[config.mk]
export PLATFORM = sky130hd
export DESIGN_NAME = rst_seq_ctrl_flat
export DESIGN_NICKNAME = d
export VERILOG_FILES = /design/src/rtl/rst_seq_ctrl_if.sv /design/src/rtl/rst_seq_ctrl.sv /design/src/flat_wrapper.sv
export SDC_FILE = /design/constraint.sdc
export NUM_CORES = 1
export LEC_CHECK = 0
export CORE_MARGIN = 5
export CORE_UTILIZATION = 55
export DETAILED_ROUTE_END_ITERATION = 12
export PLACE_DENSITY = 0.83
export SYNTH_ARGS = -nofsm -noshare
export SYNTH_HDL_FRONTEND = slang
export SYNTH_SLANG_ARGS = --single-unit
[constraint.sdc]
create_clock -name RSTSYNC_CLK -period 3.3 [get_ports RSTSYNC_CLK]
set_input_delay 0.66 -clock RSTSYNC_CLK [delete_from_list [all_inputs] [get_ports RSTSYNC_CLK]]
set_output_delay 0.66 -clock RSTSYNC_CLK [all_outputs]
set_load 0.005 [all_outputs]
[src/rtl/rst_seq_ctrl_if.sv]
// Software reset request/acknowledge handshake between a requester (master)
// and the reset sequencing controller (slave).
interface rst_seq_ctrl_if #(
  parameter int NUM_DOM = 4
);
  logic               SW_RST_REQ;
  logic [NUM_DOM-1:0] SW_RST_MASK;
  logic               SW_RST_ACK;

  modport master (output SW_RST_REQ, output SW_RST_MASK, input SW_RST_ACK);
  modport slave  (input SW_RST_REQ, input SW_RST_MASK, output SW_RST_ACK);
endinterface

[src/rtl/rst_seq_ctrl.sv]
// Reset sequencing controller: releases NUM_DOM active-low domain resets in
// ascending order and serves masked software resets. Optional: RSTSEQ_REVERSE_ASSERT_EN.
module rst_seq_ctrl #(
  parameter int NUM_DOM     = 4,
  parameter int GAP_CYCLES  = 16,
  parameter int MIN_ASSERT  = 8,
  parameter int SYNC_STAGES = 2
) (
  input  logic               RSTSYNC_CLK,
  input  logic               RSTSYNC_RST,
  rst_seq_ctrl_if.slave      sw,
  output logic [NUM_DOM-1:0] DOM_RST_N,
  output logic               SEQ_BUSY,
  output logic               SEQ_DONE
);

  localparam int IDX_W = (NUM_DOM > 1) ? $clog2(NUM_DOM) : 1;

  typedef enum logic [2:0] {HOLD, GAP, RELEASE, IDLE, SW_ASSERT} state_t;

  state_t                 state;
  logic [SYNC_STAGES-1:0] sync_q;
  logic [7:0]             cnt;
  logic [IDX_W-1:0]       idx;
  logic [NUM_DOM-1:0]     pend;
  logic [NUM_DOM-1:0]     apend;
  logic                   sw_seq;
  logic                   armed;

  function automatic logic [7:0] sat_inc(input logic [7:0] c);
    sat_inc = (c == 8'hFF) ? c : c + 8'd1;
  endfunction

  function automatic logic [IDX_W-1:0] lowest_set(input logic [NUM_DOM-1:0] v);
    lowest_set = '0;
    for (int i = NUM_DOM - 1; i >= 0; i--)
      if (v[i]) lowest_set = IDX_W'(i);
  endfunction

  function automatic logic [IDX_W-1:0] highest_set(input logic [NUM_DOM-1:0] v);
    highest_set = '0;
    for (int i = 0; i < NUM_DOM; i++)
      if (v[i]) highest_set = IDX_W'(i);
  endfunction

  function automatic logic [NUM_DOM-1:0] bit_of(input logic [IDX_W-1:0] i);
    bit_of    = '0;
    bit_of[i] = 1'b1;
  endfunction

  // Global reset deassertion synchronizer
  always_ff @(posedge RSTSYNC_CLK or posedge RSTSYNC_RST) begin
    if (RSTSYNC_RST) sync_q <= '0;
    else             sync_q <= {sync_q[SYNC_STAGES-2:0], 1'b1};
  end

  always_ff @(posedge RSTSYNC_CLK or posedge RSTSYNC_RST) begin
    if (RSTSYNC_RST) begin
      state         <= HOLD;
      cnt           <= '0;
      idx           <= '0;
      pend          <= '1;
      apend         <= '0;
      sw_seq        <= 1'b0;
      armed         <= 1'b1;
      DOM_RST_N     <= '0;
      SEQ_BUSY      <= 1'b1;
      SEQ_DONE      <= 1'b0;
      sw.SW_RST_ACK <= 1'b0;
    end else if (sync_q[SYNC_STAGES-1]) begin
      sw.SW_RST_ACK <= 1'b0;
      // A request may only restart after it has been seen low since the last ACK
      if (!sw.SW_RST_REQ) armed <= 1'b1;
      case (state)
        HOLD: begin
          if (cnt == 8'(MIN_ASSERT - 1)) begin
            state <= RELEASE;
            cnt   <= '0;
            idx   <= lowest_set(pend);
          end else begin
            cnt <= sat_inc(cnt);
          end
        end
        GAP: begin
          if (cnt == 8'(GAP_CYCLES - 1)) begin
            state <= RELEASE;
            cnt   <= '0;
            idx   <= lowest_set(pend);
          end else begin
            cnt <= sat_inc(cnt);
          end
        end
        RELEASE: begin
          DOM_RST_N[idx] <= 1'b1;
          pend           <= pend & ~bit_of(idx);
          if ((pend & ~bit_of(idx)) == '0) begin
            state    <= IDLE;
            SEQ_BUSY <= 1'b0;
            SEQ_DONE <= 1'b1;
            sw_seq   <= 1'b0;
            if (sw_seq) begin
              sw.SW_RST_ACK <= 1'b1;
              armed         <= 1'b0;
            end
          end else begin
            state <= GAP;
          end
        end
        IDLE: begin
          if (sw.SW_RST_REQ && armed) begin
            state    <= SW_ASSERT;
            SEQ_BUSY <= 1'b1;
            SEQ_DONE <= 1'b0;
            sw_seq   <= 1'b1;
            cnt      <= '0;
            pend     <= sw.SW_RST_MASK;
`ifdef RSTSEQ_REVERSE_ASSERT_EN
            // Highest masked domain drops first; the rest follow GAP_CYCLES+1 apart
            if (sw.SW_RST_MASK != '0)
              DOM_RST_N <= DOM_RST_N & ~bit_of(highest_set(sw.SW_RST_MASK));
            apend <= sw.SW_RST_MASK & ~bit_of(highest_set(sw.SW_RST_MASK));
`else
            DOM_RST_N <= DOM_RST_N & ~sw.SW_RST_MASK;
            apend     <= '0;
`endif
          end
        end
        SW_ASSERT: begin
          if (apend != '0) begin
            if (cnt == 8'(GAP_CYCLES)) begin
              DOM_RST_N <= DOM_RST_N & ~bit_of(highest_set(apend));
              apend     <= apend & ~bit_of(highest_set(apend));
              cnt       <= '0;
            end else begin
              cnt <= sat_inc(cnt);
            end
          end else if (pend == '0 || cnt == 8'(MIN_ASSERT - 1)) begin
            // An empty mask skips the hold and acknowledges straight away
            state <= RELEASE;
            cnt   <= '0;
            idx   <= lowest_set(pend);
          end else begin
            cnt <= sat_inc(cnt);
          end
        end
        default: state <= HOLD;
      endcase
    end
  end

endmodule
[src/flat_wrapper.sv]
// flat-port wrapper written by rule: the top's interface ports become plain ports
module rst_seq_ctrl_flat 
#(
  parameter int NUM_DOM     = 4,
  parameter int GAP_CYCLES  = 16,
  parameter int MIN_ASSERT  = 8,
  parameter int SYNC_STAGES = 2
)
  (RSTSYNC_CLK, RSTSYNC_RST, DOM_RST_N, SEQ_BUSY, SEQ_DONE, sw_SW_RST_REQ, sw_SW_RST_MASK, sw_SW_RST_ACK);
  rst_seq_ctrl_if #(.NUM_DOM(NUM_DOM)) sw_i ();
  input  logic RSTSYNC_CLK;
  input  logic RSTSYNC_RST;
  output logic [NUM_DOM-1:0] DOM_RST_N;
  output logic SEQ_BUSY;
  output logic SEQ_DONE;
  input wire logic [$bits(sw_i.SW_RST_REQ)-1:0] sw_SW_RST_REQ;
  input wire logic [$bits(sw_i.SW_RST_MASK)-1:0] sw_SW_RST_MASK;
  output wire logic [$bits(sw_i.SW_RST_ACK)-1:0] sw_SW_RST_ACK;
  assign sw_i.SW_RST_REQ = sw_SW_RST_REQ;
  assign sw_i.SW_RST_MASK = sw_SW_RST_MASK;
  assign sw_SW_RST_ACK = sw_i.SW_RST_ACK;
  rst_seq_ctrl #(.NUM_DOM(NUM_DOM), .GAP_CYCLES(GAP_CYCLES), .MIN_ASSERT(MIN_ASSERT), .SYNC_STAGES(SYNC_STAGES)) u_core (.RSTSYNC_CLK(RSTSYNC_CLK), .RSTSYNC_RST(RSTSYNC_RST), .sw(sw_i), .DOM_RST_N(DOM_RST_N), .SEQ_BUSY(SEQ_BUSY), .SEQ_DONE(SEQ_DONE));
endmodule
* Yosys cells after proc, flatten, opt, wreduce, memory -nomap -nowiden
Index checks and enable logic that the tools add are counted.
** Storage, ports and cells
- Register bits :: 32
- Word-level logic and storage cells :: 119
** Cells by class
- Add/sub/neg operators :: 1
- Magnitude comparators :: 4
- Equal/unequal tests :: 16
- Mux-type cells :: 58
- Bitwise operators :: 8
- Reduce and logical (&&, ||, !) cells :: 20
** Operators by type and width (count)
- 8-bit 2-to-1 mux :: 7
- 8-bit case mux with 4 select lines :: 1
- 2-bit 2-to-1 mux :: 15
- 4-bit 2-to-1 mux :: 7
- 4-bit AND :: 4
- 4-bit case mux with 2 select lines :: 2
- 3-bit 2-to-1 mux :: 5
- 3-bit case mux with 5 select lines :: 1
- 1-bit 2-to-1 mux :: 14
- 2-bit by 1-bit != test with 1-bit output, second input constant :: 7
- 4-bit NOT :: 3
- 4-bit case mux with 3 select lines :: 1
- 6-bit AND reduction :: 2
- 5-bit AND reduction :: 2
- 8-bit by 1-bit adder with 8-bit output, second input constant :: 1
- 8-bit by 3-bit == test with 1-bit output, second input constant :: 1
- 8-bit by 4-bit == test with 1-bit output, second input constant :: 1
- 8-bit by 5-bit == test with 1-bit output, second input constant :: 1
- 8-bit == test, second input constant :: 1
- 4-bit logical NOT :: 2
- 4-bit nonzero test :: 2
- 3-bit by 2-bit == test with 1-bit output, second input constant :: 2
- 2-bit by 3-bit < comparator with 1-bit output, second input constant :: 2
- 2-bit case mux with 3 select lines :: 1
- 14 further kinds :: 22

* Logic depth before layout (Yosys ltp)
Gate-level depths: netlist of the first run.
- Word-level depth :: 16
- Mapped depth :: 7
- Depth with buffers taken out :: 7

* Worst setup path before layout of the first run
No wires, ideal clock.
- Path kind :: reg-to-reg
- From :: reg u_core.cnt[5]
- To :: reg u_core.idx[0]
- Library setup time :: 0.125 ns
- Arrival time :: 2.175 ns
- Required time :: 3.175 ns
- Path slack :: 0.999 ns
- Stages on the path, launching flop included :: 7
- Buffers on the path :: 1
- Cell sequence :: dfrtp_1 buf_6 or4_4 nor3_4 a21boi_2 or4_4 mux2_4
** On the way
- Word-level cells in the longest chain between the ends :: 4
- Elaborated cells between the ends (all ways) :: 7
- Those cells by class :: eq/ne: 5; reduce/logical: 2
** Ends and longest elaborated chain
- start: declaration :: line rst_seq_ctrl.sv:23 : logic [7:0] cnt;
- start signal: assignment :: line rst_seq_ctrl.sv:81 : cnt <= sat_inc(cnt);
- start signal: assignment :: line rst_seq_ctrl.sv:90 : cnt <= sat_inc(cnt);
- start signal: assignment :: line rst_seq_ctrl.sv:135 : cnt <= sat_inc(cnt);
- 8-bit by 3-bit == test with 1-bit output :: line rst_seq_ctrl.sv:76, rst_seq_ctrl.sv:137
- 1-bit logical OR :: line rst_seq_ctrl.sv:137 : end else if (pend == '0 || cnt == 8'(MIN_ASSERT - 1)) begin
- 2-bit by 1-bit != test with 1-bit output (no source line)
- 6-bit AND reduction (no source line) (*)
- end signal: assignment :: line rst_seq_ctrl.sv:79 : idx <= lowest_set(pend);
- end signal: assignment :: line rst_seq_ctrl.sv:88 : idx <= lowest_set(pend);
- end signal: assignment :: line rst_seq_ctrl.sv:141 : idx <= lowest_set(pend);
- end: declaration :: line rst_seq_ctrl.sv:24 : logic [IDX_W-1:0] idx;
Mark *: on every way between the ends. The rest lies on a longest branch, timed or not.
A chain may end at the register's enable or synchronous reset.

* Worst setup path after layout of the first run
Ends and elaborated chain as after synthesis.

==> results of run 1 <==
-- registers in the layout, indices dropped and copies added (netlist names) --
name / count
u_core.idx: 2
u_core.sw.SW_RST_ACK: 1
u_core.SEQ_DONE: 1
u_core.sync_q: 2
u_core.armed: 1
u_core.apend: 4
u_core.pend: 4
u_core.sw_seq: 1
u_core.cnt: 8
u_core.state: 3
u_core.DOM_RST_N: 4
u_core.SEQ_BUSY: 1
-- metal layers --
layer	vias up	track usage	routed length, um
met4	0	0.0863	81
met1	686	0.230	1640
met5	-	0	0
met2	47	0.311	1730
li1	698	-	-
met3	10	0.0624	213
-- logic make-up (layout without fill, tap and decap cells) --
group / after synthesis / in the layout / synth area share
muxes: 6 / 6 / 0.0375
DFF: 32 / 32 / 0.457
xor gates and xnor gates: 2 / 2 / 0.00990
other: 1 / 1 / 0.00212
and+or+nand+nor: 68 / 68 / 0.221
adders and majority gates: 2 / 2 / 0.0141
AOI/OAI and AO/OA: 56 / 56 / 0.218
buffers and inverters: 17 / 32 / 0.0403
-- cells in the final DEF, fill, tap and decap left out, types with 5 or more instances in the layout --
cell type | Yosys | routed
dfrtp_1 | 26 | 26
nor2_1 | 17 | 17
a21oi_1 | 17 | 17
nand2_1 | 13 | 13
clkdlybuf4s50_1 | 0 | 13
o21ai_0 | 10 | 10
inv_1 | 10 | 10
nor2b_1 | 6 | 6
dfstp_2 | 6 | 6
nand3_1 | 5 | 5
a32o_1 | 5 | 5
clkbuf_4 | 0 | 5
-- power by group through the flow --
stage               registers, uW  logic [uW]  clock network [uW]
global placement              674         615                   0
CTS                           673         634                 305
global route                  698         711                 329
floorplan                     618         514                   0
finish                        678         635                 298
detailed placement            681         628                   0
-- final cells by class --
| class | instances | area, um^2 | share of cell area |
|---|---|---|---|
| multi-input combinational | 135 | 890 | 0.443 |
| clock inverter | 3 | 42.5 | 0.0212 |
| sequential | 32 | 808 | 0.402 |
| timing repair buffer | 14 | 138 | 0.0685 |
| inverter | 10 | 37.5 | 0.0187 |
| tap | 44 | 55.1 | 0.0274 |
| clock buffer | 5 | 37.5 | 0.0187 |
-- cells in the mapped netlist, drive strengths merged (2+ instances only) --
cell,instances
or4,3
nor3,6
o21a,4
ha,2
and3,4
dfstp,6
nor4,2
mux2i,4
and2,4
a211oi,4
inv,10
nor2b,6
clkbuf,6
a32o,5
a31oi,2
nor2,17
a221oi,4
a21oi,17
dfrtp,26
mux2,2
nand2,13
nand3,5
o21ai,10
a22o,2
-- metrics by stage --
step                      utilization  hold slack, ns  power, uW  cells
final                           0.652           0.374       1610    243
after CTS                       0.652           0.383       1610    243
after floorplan                     -           0.331       1130    184
after global placement          0.626           0.339       1290    235
after detailed placement        0.626           0.359       1310    235
after global routing            0.652           0.394       1740    243
-- worst paths after layout --
check                                            to        startpoint  depth (start not counted)
worst max-delay path                  u_core.idx[0]     u_core.cnt[5]                          5
worst min-delay path               u_core.sync_q[1]  u_core.sync_q[0]                          0
worst max register to register        u_core.idx[0]     u_core.cnt[5]                          5
worst min register to register     u_core.sync_q[1]  u_core.sync_q[0]                          0
max in group asynchronous              u_core.armed       RSTSYNC_RST                          3
min in group asynchronous       u_core.DOM_RST_N[2]       RSTSYNC_RST                          3
==> summary.txt, run 1 <==
Synth
  – Avg Cell Area, Syn: slightly below 10 um^2
  – Synth cell types: 49
  – #FFs+latches synth: 32
  – EDFF count, synth: 0
  – Post-synth top area share: 0.368
  – Synthesized Nets: between 150 and 200
  – Synth area leader: dfrtp_1
  – Post-synth ARST share: 1.00
  – Top post-synthesis cells by area: dfrtp_1 37%, dfstp_2 8.9%, a21oi_1 4.8%
  – Post-synth top flop: dfrtp_1
  – Synth warn: 0
  – Post-synthesis cell count: 184
  – Seq/Total Area, Yosys: 0.457
  – Post-Syn Area: around 1800 um^2

Power
  – Leak: around 0.00086 uW
  – Power share of the combinational group: 0.394
  – Flop pwr share: 0.421
  – Clock power frac: 0.185
  – Pint: around 990 uW
  – Worst VDD drop: around 0.46 mV
  – Sw Pwr: approximately 620 uW
  – Sw Share: 0.385
  – Power Density: about 800 nW/um^2

Worst setup path
  – Setup CP Type: reg2reg
  – Buf/Inv on CP: 0
  – CP max stage delay: roughly 0.57 ns
  – Critical Path, Cell by Cell: or4_4 > nor3_4 > a21boi_2 > or4_4 > mux2_4
  – Most frequent CP cell: or4_4
  – CP Data Required Time: around 3.5 ns
  – CP top delay family: simple AND/OR/NAND/NOR gates
  – Worst-path cell with the longest stage delay: or4_4
  – Endpoint class of the critical path: flop
  – Critical path arrival: around 2.7 ns
  – Worst-path fanout max: 8
  – Setup crit start kind: flop
  – Reg2reg setup slack: between 0.8 and 0.9 ns

STA
  – Pins Over Slew Limit: 0
  – Hold Violations, Final: 0
  – Clock skew after layout: a little under 0.009 ns
  – Setup WS post-layout: between 0.8 and 0.9 ns
  – Unrepaired setup endpoints after global routing: no
  – Relative slew slack: 0.532
  – Worst-Margin Slew: 0.694 ns
  – Final setup vio count: 0
  – Crit share post-route: 0.730
  – Tmin final: roughly 2.4 ns
  – Setup TNS: 0 ns
  – Fmax achieved: about 420 MHz

Final layout
  – Fill count: approximately 250
  – Share of layout cells above drive strength 1: 0.131
  – Final instance area: around 2000 um^2
  – Layout Nets: ~210
  – ANT cells: 0
  – Area grow syn2layout: 13.5%

Global route
  – Largest net degree at the start of global routing: 33
  – Vias in the first global route: 1450
  – Antenna violations before repair: 0
  – First-pass GRT wire length: ~6400 um
  – Grt ovf: 0
  – Gr usage total: 0.192

Clock tree
  – Hold buffer count at CTS: 0
  – Worst-Skew Late Latency: 0.34 ns
  – CTS tree: built
  – CTS buffer count: 5
  – Num Clock Sinks: 32
  – Post-CTS Repair Setup Buffers: 0
  – Clk buf depth: 2
  – H-tree depth: 2
  – Root Driver: clkbuf_4
  – CTS-repair resized insts: 0
  – Clock Pin Slew Worst Setup and Hold Paths: approximately 0.10 ns

Detailed routing
  – Vias per cell: slightly below 6
  – DRT iter0 DRCs: 71
  – Initial DRT Pass Iterations: 4
  – Routed WL: 3670 um
  – DRT antenna net count: 0
  – Routed WL per cell: 15.1 um
  – DR vias: 1441
  – Number of remaining DRC errors: 0

Floorplan
  – I/O Pins: 14
  – Core ar.: 3080 um^2
  – Die area: 4450 um^2
  – Die Ht: 66.7 um
  – Starting Density: 0.575
  – Die width: ~67 um
  – Std-Cell Rows: 20

Status
  – Status: finished clean

Place
  – GPL Wtd Cong: 0.853
  – Final HPWL DP: about 2600 um
  – PortBufs: 13
  – Post-DP Area: just under 2000 um^2
  – Pre-CTS setup slack: 0.856 ns

Hold path
  – HP Class: reg2reg

Run
  – MaxCap Viol Count: 0
Power figures use the tool's default switching activity.
==> run 2: changes to the inputs <==
--- a/config.mk
+++ b/config.mk
@@ -6,9 +6,9 @@
 export NUM_CORES = 1
 export LEC_CHECK = 0
 export CORE_MARGIN = 5
-export CORE_UTILIZATION = 55
+export CORE_UTILIZATION = 52
 export DETAILED_ROUTE_END_ITERATION = 12
-export PLACE_DENSITY = 0.83
+export PLACE_DENSITY = 0.82
 export SYNTH_ARGS = -nofsm -noshare
 export SYNTH_HDL_FRONTEND = slang
 export SYNTH_SLANG_ARGS = --single-unit
==> constraint.sdc (replaced) <==
create_clock -name RSTSYNC_CLK -period 2 [get_ports RSTSYNC_CLK]
set_input_delay 0.4 -clock RSTSYNC_CLK [delete_from_list [all_inputs] [get_ports RSTSYNC_CLK]]
set_output_delay 0.4 -clock RSTSYNC_CLK [all_outputs]
set_load 0.005 [all_outputs]
==> run 2 against run 1 <==
Effect of this change: the flow now finishes with violations (negative setup slack); wire length increased by 28%; final cell count up 16%; largest cell class unchanged; core utilization rose by 7.1 points; first-iteration DRC count grew to 2.5 times the previous value; sequential cell count is the same; setup slack got worse by 1.1 ns; hold slack better by 0.0086 ns.
==> summary.txt, run 2 (synthesis gave the netlist of run 1 again) <==
Final layout
  – Final std cells w/o fill: 281 (was 243)
  – Max reg flops: 8 (unchanged)
  – Layout Nets: 243 (was 207)
  – Area grow syn2layout: 35.4% (was 13.5%)
  – Commonest cells after routing, fill and taps aside: 32 x buf_4, 26 x dfrtp_1, 16 x nor2_1, 16 x a21oi_1 (was 26 x dfrtp_1, 17 x nor2_1, 17 x a21oi_1)
  – Largest Register: u_core.cnt (unchanged)
  – Share of layout cells above drive strength 1: 0.298 (was 0.131)
  – Commonest non-fill, non-tap cell in the layout: buf_4 (was dfrtp_1)
  – ANT cells: 0 (unchanged)
  – Fill count: 240 (was 254)

STA
  – Tmin final: 2.22 ns (was 2.41 ns)
  – Crit share post-route: 1.11 (was 0.730)
  – Relative slew slack: 0.610 (was 0.532)
  – Worst-Margin Slew: 0.583 ns (was 0.694 ns)
  – Hold Violations, Final: 0 (unchanged)
  – Pins Over Slew Limit: 0 (unchanged)
  – Final setup vio count: 25 (was 0)
  – Setup WS post-layout: -0.216 ns (was 0.892 ns)
  – Setup TNS: -2.62 ns (was 0 ns)
  – Fmax achieved: 451 MHz (was 415 MHz)
  – Clock skew after layout: 0.0202 ns (was 0.00878 ns)
  – Unrepaired setup endpoints after global routing: yes (was no)

Floorplan
  – Die width: 68.3 um (was 66.7 um)
  – Die area: 4670 um^2 (was 4450 um^2)
  – I/O Pins: 14 (unchanged)
  – Starting Density: 0.534 (was 0.575)
  – Std-Cell Rows: 21 (was 20)
  – Die Ht: 68.3 um (was 66.7 um)
  – Core ar.: 3310 um^2 (was 3080 um^2)

Power
  – Total power: 3200 uW (was 1610 uW)
  – Sw Pwr: 1200 uW (was 621 uW)
  – Worst VDD drop: 0.721 mV (was 0.463 mV)
  – Sw Share: 0.374 (was 0.385)
  – Power share of the combinational group: 0.501 (was 0.394)
  – Leak: 0.00107 uW (was 0.000863 uW)
  – Pint: 2010 uW (was 990 uW)
  – Flop pwr share: 0.324 (was 0.421)
  – Clock power frac: 0.175 (was 0.185)
  – Power Density: 1340 nW/um^2 (was 802 nW/um^2)

Detailed routing
  – Routed WL per cell: 16.7 um (was 15.1 um)
  – Routed WL: 4690 um (was 3670 um)
  – DRT iter0 DRCs: 180 (was 71)
  – DR vias: 1649 (was 1441)
  – DRT antenna net count: 0 (unchanged)
  – Vias per cell: 5.87 (was 5.93)
  – Initial DRT Pass Iterations: 4 (unchanged)
  – Number of remaining DRC errors: 0 (unchanged)

Run
  – MaxCap Viol Count: 0 (unchanged)

Worst setup path
  – Setup CP Type: reg2reg (unchanged)
  – CP Data Required Time: 2.25 ns (was 3.54 ns)
  – Setup crit start kind: flop (unchanged)
  – Worst-path fanout max: 3 (was 8)
  – Endpoint class of the critical path: flop (unchanged)
  – Reg2reg setup slack: -0.22 ns (was 0.89 ns)
  – Critical path arrival: 2.47 ns (was 2.65 ns)

Global route
  – Largest net degree at the start of global routing: 33 (unchanged)
  – First-pass GRT wire length: 7580 um (was 6400 um)
  – Vias in the first global route: 1630 (was 1450)
  – Gr usage total: 0.221 (was 0.192)
  – Grt ovf: 0 (unchanged)
  – Antenna violations before repair: 0 (unchanged)

Status
  – Failing checks: negative setup slack
  – Status: finished with violations (was finished clean)

Clock tree
  – Worst-Skew Late Latency: 0.35 ns (was 0.34 ns)
  – Clk buf depth: 2 (unchanged)
  – Root Driver: clkbuf_4 (unchanged)
  – Clock Pin Slew Worst Setup and Hold Paths: 0.11 ns (was 0.10 ns)
  – CTS tree: built (unchanged)
  – Num Clock Sinks: 32 (unchanged)
  – CTS buffer count: 5 (unchanged)
  – H-tree depth: 2 (unchanged)

Place
  – PortBufs: 13 (unchanged)
  – GPL Wtd Cong: 0.856 (was 0.853)
  – Dpl cells: 263 (was 235)
  – Final HPWL DP: 3080 um (was 2640 um)

Hold path
  – HP Class: reg2reg (unchanged)
run 2: cell types whose count changed in the layout (fill, tap and decap cells not counted), sizes merged:
cell and change:
buf +36, clkinv -1, clkinvlp -1, clkbuf +2
run 2: power groups by stage:
| stage | Sequential [uW] | Clock [uW] | Combinational, uW |
|---|---|---|---|
| floorplan | 1020 | 0 | 905 |
| global placement | 1030 | 0 | 1330 |
| detailed placement | 1040 | 0 | 1380 |
| CTS | 1030 | 567 | 1520 |
| global route | 1060 | 600 | 1750 |
| finish | 1040 | 562 | 1600 |
run 2: path summary, 6_finish.rpt:
check                                      start                to  cells after the start
worst max register to register     u_core.cnt[3]     u_core.idx[0]                      5
worst min register to register  u_core.sync_q[0]  u_core.sync_q[1]                      0
min in group asynchronous            RSTSYNC_RST     u_core.idx[1]                      3
max in group asynchronous            RSTSYNC_RST    u_core.pend[1]                      3
worst max-delay path               u_core.cnt[3]     u_core.idx[0]                      5
worst min-delay path            u_core.sync_q[0]  u_core.sync_q[1]                      0
run 2: final cells by class:
class / count / area [um^2] / area share
flip-flops and latches: 32 / 808 / 0.337
clock buffers: 7 / 65.1 / 0.0272
well taps: 46 / 57.6 / 0.0240
repair buffers: 50 / 427 / 0.178
inverters: 10 / 37.5 / 0.0157
clock inverters: 1 / 30.0 / 0.0125
multi-input cells: 135 / 971 / 0.405
run 2: timing repair:
action / in CTS / in global routing
resized for setup: 14 / 5
hold buffers: 0 / 0
hold endpoints to repair: 0 / 0
buffers inserted: 7 / 3
pin swaps: 15 / 4
endpoints found under the setup margin: 26 / 26
run 2: metal layers:
layer / GRT usage / part of all wire
met1: 0.281 / 0.43
met2: 0.368 / 0.48
met3: 0.0575 / 0.056
met4: 0.0670 / 0.031
met5: 0 / 0
run 2: through the flow:
| stage | util | instance area [um^2] | hold slack, ns | setup WS [ns] |
|---|---|---|---|---|
| 3_3_place_gp | 0.652 | 2160 | 0.337 | -0.171 |
| 6_report | 0.724 | 2400 | 0.383 | -0.216 |
| 4_1_cts | 0.712 | 2360 | 0.377 | -0.200 |
| 2_1_floorplan | - | 1800 | 0.331 | -0.228 |
| 3_5_place_dp | 0.652 | 2160 | 0.355 | -0.242 |
| 5_1_grt | 0.724 | 2400 | 0.383 | -0.244 |
run 2: worst max-delay path, stage by stage (launching register included):
cell and delay [ns]:
dfrtp_1 0.39, or4_4 0.56, nor3_4 0.24, o41ai_4 0.12, or4_4 0.50, mux2_4 0.31
